## config.mk

```make
export PLATFORM = sky130hd
export DESIGN_NAME = rect_frame_sequencer
export DESIGN_NICKNAME = d
export VERILOG_FILES = /design/src/rtl/rect_frame_sequencer.sv
export SDC_FILE = /design/constraint.sdc
export NUM_CORES = 2
export LEC_CHECK = 0
export CAP_MARGIN = 15
export CORE_ASPECT_RATIO = 1.5
export CORE_MARGIN = 2
export CORE_UTILIZATION = 40
export CTS_CLUSTER_DIAMETER = 50
export DETAILED_ROUTE_END_ITERATION = 8
export PLACE_DENSITY_LB_ADDON = 0.12
export REMOVE_ABC_BUFFERS = 1
export SLEW_MARGIN = 20
export SYNTH_ARGS = -nofsm -noshare
export SYNTH_HDL_FRONTEND = slang
export SYNTH_SLANG_ARGS = --single-unit
```

## constraint.sdc

```tcl
create_clock -name clk -period 8.9 [get_ports clk]
set_input_delay 1.78 -clock clk [delete_from_list [all_inputs] [get_ports clk]]
set_output_delay 1.78 -clock clk [all_outputs]
set_load 0.05 [all_outputs]
```

## src/rtl/rect_frame_sequencer.sv

```systemverilog
// Purpose     : raster scan generator (ix/iy) and double-buffered 3x3 homography banks
//               for the stereo rectifier; coefficients go live only at a frame boundary.
// Latency     : all outputs registered; one pixel per clk; a commit lands at the next
//               (0,0) edge when scanning, or one edge after busy rises when idle.
// Backpressure: none on the scan; cfg writes are dropped (cfg_err pulse) while busy.
// Ports:
//   clk, rst_n             clock, synchronous active-low reset
//   en                     run request (level)
//   cfg_wr/addr/data       shadow coefficient write (0..8 = A, 9..17 = B)
//   cfg_commit, cfg_busy   shadow->live request, pending flag
//   cfg_err                one-cycle pulse for a dropped write
//   ix, iy, active         scan position and active-area flag
//   frame_start, running   (0,0) pulse, scanner not idle
//   coef_a, coef_b         live banks, H11 in the low word .. H33 in the top word
module rect_frame_sequencer #(
  parameter int H_TOTAL  = 800,
  parameter int V_TOTAL  = 525,
  parameter int H_ACTIVE = 640,
  parameter int V_ACTIVE = 480,
  parameter int CW       = 32
) (
  input  logic            clk,
  input  logic            rst_n,
  input  logic            en,
  input  logic            cfg_wr,
  input  logic [4:0]      cfg_addr,
  input  logic [CW-1:0]   cfg_data,
  input  logic            cfg_commit,
  output logic            cfg_busy,
  output logic            cfg_err,
  output logic [31:0]     ix,
  output logic [31:0]     iy,
  output logic            active,
  output logic            frame_start,
  output logic [9*CW-1:0] coef_a,
  output logic [9*CW-1:0] coef_b,
  output logic            running
);

  typedef logic [8:0][CW-1:0] bank_t;
  typedef enum logic [1:0] {IDLE = 2'd0, RUN = 2'd1, DRAIN = 2'd2} state_t;

  // Identity homography: H11 (word 0), H22 (word 4), H33 (word 8) = 1.
  localparam bank_t IDENT = bank_t'({CW'(1), {3{CW'(0)}}, CW'(1), {3{CW'(0)}}, CW'(1)});

  localparam logic [31:0] IX_LAST = 32'(H_TOTAL - 1);
  localparam logic [31:0] IY_LAST = 32'(V_TOTAL - 1);
  localparam logic [31:0] IX_ACT  = 32'(H_ACTIVE);
  localparam logic [31:0] IY_ACT  = 32'(V_ACTIVE);

  state_t      state, state_nx;
  logic [31:0] ix_nx, iy_nx;
  logic        fs_nx, act_nx, busy_nx, xfer, wr_ok;
  logic        last_col, last_row;
  bank_t       shadow_a, shadow_b, live_a, live_b;

  assign last_col = (ix == IX_LAST);
  assign last_row = (iy == IY_LAST);
  assign coef_a   = live_a;
  assign coef_b   = live_b;

  // Next-state, next-position and transfer decision.
  always_comb begin
    state_nx = state;
    ix_nx    = ix;
    iy_nx    = iy;
    fs_nx    = 1'b0;
    xfer     = 1'b0;
    case (state)
      IDLE: begin
        ix_nx = '0;
        iy_nx = '0;
        // A pending commit in IDLE lands on the very next edge.
        xfer  = cfg_busy;
        if (en) begin
          state_nx = RUN;
          fs_nx    = 1'b1;
        end
      end
      RUN, DRAIN: begin
        if (state == RUN && !en) begin
          state_nx = DRAIN;
        end else if (state == DRAIN && en) begin
          state_nx = RUN;
        end
        if (last_col) begin
          ix_nx = '0;
          iy_nx = last_row ? '0 : iy + 32'd1;
        end else begin
          ix_nx = ix + 32'd1;
        end
        // Frame boundary: the edge that presents (0,0) also swaps the banks.
        if (last_col && last_row) begin
          xfer = cfg_busy;
          if (state == DRAIN && !en) begin
            state_nx = IDLE;
          end else begin
            fs_nx = 1'b1;
          end
        end
      end
      default: begin
        state_nx = IDLE;
        ix_nx    = '0;
        iy_nx    = '0;
      end
    endcase
    act_nx  = (state_nx != IDLE) && (ix_nx < IX_ACT) && (iy_nx < IY_ACT);
    // xfer implies busy, so a commit arriving while busy is ignored.
    busy_nx = xfer ? 1'b0 : (cfg_busy | cfg_commit);
    wr_ok   = cfg_wr && !cfg_busy && (cfg_addr <= 5'd17);
  end

  // Scan state and registered scan outputs.
  always_ff @(posedge clk) begin
    if (!rst_n) begin
      state       <= IDLE;
      ix          <= '0;
      iy          <= '0;
      frame_start <= 1'b0;
      active      <= 1'b0;
      running     <= 1'b0;
    end else begin
      state       <= state_nx;
      ix          <= ix_nx;
      iy          <= iy_nx;
      frame_start <= fs_nx;
      active      <= act_nx;
      running     <= (state_nx != IDLE);
    end
  end

  // Shadow/live coefficient banks and commit handshake.
  always_ff @(posedge clk) begin
    if (!rst_n) begin
      shadow_a <= IDENT;
      shadow_b <= IDENT;
      live_a   <= IDENT;
      live_b   <= IDENT;
      cfg_busy <= 1'b0;
      cfg_err  <= 1'b0;
    end else begin
      cfg_busy <= busy_nx;
      cfg_err  <= cfg_wr && !wr_ok;
      // Live takes the shadow value from before this edge; a write on the same
      // edge cannot race it because writes are blocked while busy.
      if (xfer) begin
        live_a <= shadow_a;
        live_b <= shadow_b;
      end
      if (wr_ok) begin
        for (int i = 0; i < 9; i++) begin
          if (cfg_addr == 5'(i))     shadow_a[i] <= cfg_data;
          if (cfg_addr == 5'(i + 9)) shadow_b[i] <= cfg_data;
        end
      end
    end
  end

endmodule
```

==> summary.md <==
| Metric | Value |
|---|---|
| Outcome | complete, no violations |
| Yosys reg bits | 1223 |
| Clock Skew | 0.0216 ns |
| Root buf cell | clkbuf_16 |
| Die width | 274 um |
| Gr usage total | 27.8% |
| Largest net degree at the start of global routing | ~240 |
| First-pass GRT wire length | 234000 um |
| Non-filler cells, final | approximately 7600 |
| Postcts setup bufs | 0 |
| Final hold slack | around 0.44 ns |
| Area of the die | roughly 0.11 mm^2 |
| Core Region | 0.108 mm^2 |
| Fill cells | roughly 10000 |
| Final GP Congestion | 0.944 |
| Asr flop ratio synth | 0% |
| Reg2reg path depth | 9 |
| Hold Path End | coef_a[206] |
| Relative slew slack | between 20% and 30% |
| Slew Limit Fails | 0 |
| Nets | about 6000 |
| RSZ-0062 raised after global routing | false |
| # resized after CTS | 0 |
| Row Count | about 150 |
| Vias in the first global route | 35800 |
| Num CTS Buffers | 118 |
| Xor/xnor share of the synthesized area | between 1 and 1.5% |
| CP required | 9.45 ns |
| Critical Path Fanout Max | 209 |
| Post-Route WL | 161000 um |
| CTS tree | yes |
| Final setup margin | roughly 3.5 ns |
| DR vias/cell | between 5 and 6 |
| Grt ovf | 0 |
| Final setup fails | 0 |
| Clock Sinks | roughly 1200 |
| Cell area after layout | 0.0550 mm^2 |
| Place WS | 3.59 ns |
| Die height | a little over 400 um |
| Post-Synth Simple-Gate Area | roughly 24% |
| Wirelength per Cell | between 20 and 25 um |
| Hold_sp | shadow_a[206] |
| PortBufs | 686 |
| Fin util | between 50 and 60% |
| Max Freq | 184 MHz |
| Reg2reg end | coef_b[280] |
| FF/Latch Area | 0.0245 mm^2 |
| Worst-Skew Late Latency | 0.72 ns |
| Number of synthesized flops with an enable pin | 0 |
| Worst Setup SP | ix[16] |
| Worst reg2reg setup slack | 3.47 ns |
| Detailed Route Iter0 Violations | between 3000 and 4000 |
| Design Power | 11.3 mW |
| Worst Path Arrival | 5.99 ns |
| Final Hold Viols | 0 |
| Initial antenna violation count | 5 |
| DRC | 0 |
| Cts-stage hold buffer count | 0 |
| Predominant post-synthesis flop cell | dfxtp_1 |
| Area taken by multi-input logic gates | approximately 0.017 mm^2 |
| Max-Cap Viols | 0 |
| Pwr dens | 205 mW/mm^2 |
| Starting Density | 40.3% |
| CP endpoint kind | flop |
| Lkg Pwr | 17.5 nW |
| Sequential area share after synthesis | 56.1% |
| Post-Syn Instances | 5655 |
| Drt pass-1 iters | 5 |
| Post-Synth Adder-Cell Area | less than 1% |
| ANT nets after route | 0 |
| Final Cycle Share | about three fifths |
| Syn-to-layout area delta | 25.8% |
| Top-level I/O count | 687 |
| Post-route minimum period | 5.43 ns |
| Detailed placement HPWL | between 90000 and 100000 um |
| Cells after DPL | 7348 |
| Worst min path class | flop to flop |
| Post-DP Area | approximately 0.051 mm^2 |
| Syn avg cell area | 7.72 um^2 |
| Fraction of the mapped netlist area in compound gates | 13.8% |
| Main combinational cell family by area after synthesis | simple AND/OR/NAND/NOR gates |
| Yosys warns | 0 |
| Startpoint types | flop |
| Setup_tns | 0 ns |
| Yosys cell types | 49 |
| Share of cells above drive strength 1 | 5.05% |
| Post-Synthesis Cell Area | 0.0437 mm^2 |
| VDD IR-drop max | 0.143 mV |
| Mux cell area share after synthesis | 0.0458% |
| CTS H-tree lvls | 3 |
| CTS Buffer Depth | 3 |
| Least-Margin Pin Slew | between 1 and 1.5 ns |
| Via count | slightly below 40000 |
| Clock slew at reported path FFs | 0.06 ns |
| Worst r2r src | ix[16] |
| Worst setup path class | flop to flop |
| Hold Path Stages | 2 |
## critical path, stage by stage (launching register included)
cell     delay, ns
dfxtp_1       0.39
or4_1         0.79
nor4_1        0.90
nor4b_1       0.72
nand2_1       0.26
a211o_4       0.65
buf_12        0.38
buf_4         0.56
nand2_1       0.19
a21oi_1       0.08
## registers in the layout, summed over array words and instances, names as in the netlist
register and flops:
state 2, coef_a 288, cfg_busy 1, running 1
iy 32, active 1, shadow_a 288, shadow_b 288
frame_start 1, ix 32, coef_b 288, cfg_err 1
## worst max-delay path by stage
stage                  endpoint  cells past startpoint
detailed placement  coef_b[283]                      9
floorplan              cfg_busy                      6
CTS                 coef_b[280]                      9
finish              coef_b[280]                      9
global placement    coef_b[283]                      9
global route         coef_a[20]                      9
## per-layer routing
layer	GRT usage, %	up-vias	wire [um]
met1	34.1	18600	64900
met5	0	-	40
met2	45.1	1270	75700
li1	-	19000	-
met4	12.2	6	7190
met3	7.79	270	13700
## placed cells by master (no fill, tap or decap), drive strengths merged, types with 5 or more instances in the layout
cell type,Yosys,final
clkbuf,411,169
nor4b,5,5
nor2,109,109
nor2b,5,5
dfxtp,1223,1223
a21oi,1150,1150
and3,14,14
xnor2,37,37
nand2,2373,2373
o21ai,7,7
nor3,25,25
or2,5,5
nor4bb,5,5
inv,13,17
ha,7,7
and2,8,8
nand3,42,42
xor2,34,34
clkinv,0,25
nor4,28,28
or3,9,9
clkdlybuf4s50,0,654
nand4,28,28
buf,63,89
bufinv,0,10
or4,8,8
and4,6,6
## area by class of cell
class	instances	area share, %
antenna	1	0.00455
clock buffer	169	6.35
clock inverter	43	0.986
inverter	13	0.102
multi-input combinational	3945	31.7
sequential	1223	44.6
tap	1425	3.24
timing repair buffer	743	13.1
## logic make-up (layout without fill, tap and decap cells)
| kind of cell | Yosys count | in the layout |
|---|---|---|
| other | 0 | 1 |
| buffers and inverters | 487 | 968 |
| xor gates and xnor gates | 71 | 71 |
| muxes | 2 | 2 |
| adders and majority gates | 7 | 7 |
| and+or+nand+nor | 2679 | 2679 |
| AOI/OAI and AO/OA | 1186 | 1186 |
| DFF | 1223 | 1223 |
## report_power, final
part | internal [mW] | switching, mW | total, mW
Combinational | 0.0668 | 0.481 | 0.548
Sequential | 5.49 | 0.0123 | 5.51
Clock | 3.01 | 2.21 | 5.22
Total | 8.57 | 2.70 | 11.3
## synthesized netlist by cell type (25+ instances only)
cell      count  area (um^2)
nand3_1      42          210
buf_2        57          285
nand4_1      28          175
dfxtp_1    1223        24500
a21oi_1    1150         5760
nor2_1      109          409
xnor2_1      37          324
clkbuf_1    411         1540
nor4_1       27          169
nor3_1       25          125
xor2_1       34          298
nand2_1    2373         8910
Power figures use the tool's default switching activity.
==> RTL edit (same flow settings) <==
The parameter `CW` goes from 32 to 16.
--- a/src/rtl/rect_frame_sequencer.sv
+++ b/src/rtl/rect_frame_sequencer.sv
@@ -17,7 +17,7 @@
   parameter int V_TOTAL  = 525,
   parameter int H_ACTIVE = 640,
   parameter int V_ACTIVE = 480,
-  parameter int CW       = 32
+  parameter int CW       = 16
 ) (
   input  logic            clk,
   input  logic            rst_n,
Interface: changed (resized cfg_data, coef_a and coef_b); port bits go from 687 to 383. No check against the original RTL was run, so the function may have changed too.
==> RTL edit against the original RTL <==
  * Count of clock-buffer cells in the layout down 72
  * Clock skew is 7.2 ps lower
  * Via count down 46%
  * Setup slack gained 880 ps
  * Cell area decreased by 45%
  * Area after synthesis is 44% lower
  * First-iteration DRC count down 66%
  * Routed wire length fell by 52%
  * Utilization fell by 0.11 points
  * Total power is 48% lower
  * Sequential cell count decreased by 576
  * Largest power group unchanged
  * Highest routed layer unchanged
==> RTL edit: results (changes against the original RTL) <==
port bufs -> 382 (-44%)
Max rail drop VDD -> 0.0001487 V (+3.9%)
CP max FO -> 71 (-66%)
Synth Area in Compound Gates -> 0.1080 (-0.02981)
Final Skew -> 14.47 ps (-7.171 ps)
Worst-Margin Slew -> 1099 ps (-65.88 ps)
Tot GR Track Use -> 0.2427 (-0.03482)
via count -> 20,900 (-46%)
wire length of the first global-routing pass -> 118,000 µm (-50%)
FF-to-FF Start -> ix[0]
Final Non-Filler Cells -> 4,054 (-46%)
number of buffers created by CTS -> 66 (-44%)
Placer Congestion -> 0.9009 (-4.6%)
DRT iter0 DRCs -> 1,205 (-66%)
Synth top cells by count -> 994 x nand2_1, 647 x dfxtp_1, 460 x a21oi_1
iteration count of the initial detailed-routing pass -> 4 (-1)
drt wl/cell -> 19.16 µm (-10%)
hpwl dp -> 49,930 µm (-49%)
Yosys cell types -> 57 (+16%)
filler cell count -> 5,936 (-43%)
WP data arrival -> 5060 ps (-930 ps)
Inst Count DP -> 3,942 (-46%)
register-to-register setup slack -> 4340 ps (+880 ps)
largest net degree at the start of global routing -> 228 (-3.4%)
Min-Delay Endpoint -> coef_b[66]
Syn Area/Cell -> 8.145 µm² (+5.5%)
reg-to-reg endpoint -> coef_b[34]
Post-DP Area -> 28,260 µm² (-44%)
Seq/Total Area, Yosys -> 0.5331 (-0.02748)
xor/xnor share of the synthesized area -> 0.02379 (+0.009554)
status -> finished clean
==> RTL edit: where the power goes <==
group          switching, mW  leakage, nW  internal, mW  total (mW)
Clock                   1.13         1.05          1.59        2.73
Combinational          0.226         4.34        0.0459       0.272
Sequential           0.00825         5.21          2.91        2.92
Total                   1.37         10.6          4.54        5.91
==> RTL edit: worst max path at each step <==
stage | startpoint | to | slack (ps) | cells after the start
after global placement | cfg_addr[1] | shadow_b[82] | 3730 | 5
after floorplan | ix[0] | coef_a[100] | 670 | 9
final | ix[0] | coef_b[34] | 4340 | 10
after CTS | ix[0] | coef_b[34] | 4240 | 10
after detailed placement | ix[0] | coef_b[34] | 4250 | 10
after global routing | ix[0] | coef_b[34] | 3970 | 10
==> RTL edit: area by class of cell <==
type / instances / area share
Sequential cell: 647 / 0.4264
Multi-Input combinational cell: 2090 / 0.3375
Timing Repair Buffer: 409 / 0.1325
Clock buffer: 97 / 0.06458
Tap cell: 784 / 0.03229
Clock inverter: 15 / 0.005107
Inverter: 12 / 0.001730
==> RTL edit: critical path: stages, from the launching register on <==
cell and delay [ps]:
dfxtp_1 400, ha_1 200, nand3_1 360, or3_4 500, nor3_4 690, nand3_1 220, nand2b_1 140, and3b_4 830
buf_4 730, nand2_1 190, a21oi_1 150
==> RTL edit: metal layers <==
metal / part of all wire / track usage
met5: 0.00013 / 0
met4: 0.044 / 0.1094
met3: 0.068 / 0.06101
met2: 0.49 / 0.4170
met1: 0.39 / 0.2826
==> RTL edit: metrics by stage <==
| step | power, mW | utilization |
|---|---|---|
| 6_report | 5.914 | 0.5062 |
| 5_1_grt | 6.122 | 0.5062 |
| 4_1_cts | 5.996 | 0.5062 |
| 3_5_place_dp | 3.257 | 0.4710 |
| 3_3_place_gp | 3.253 | 0.4707 |
| 2_1_floorplan | 3.113 | - |
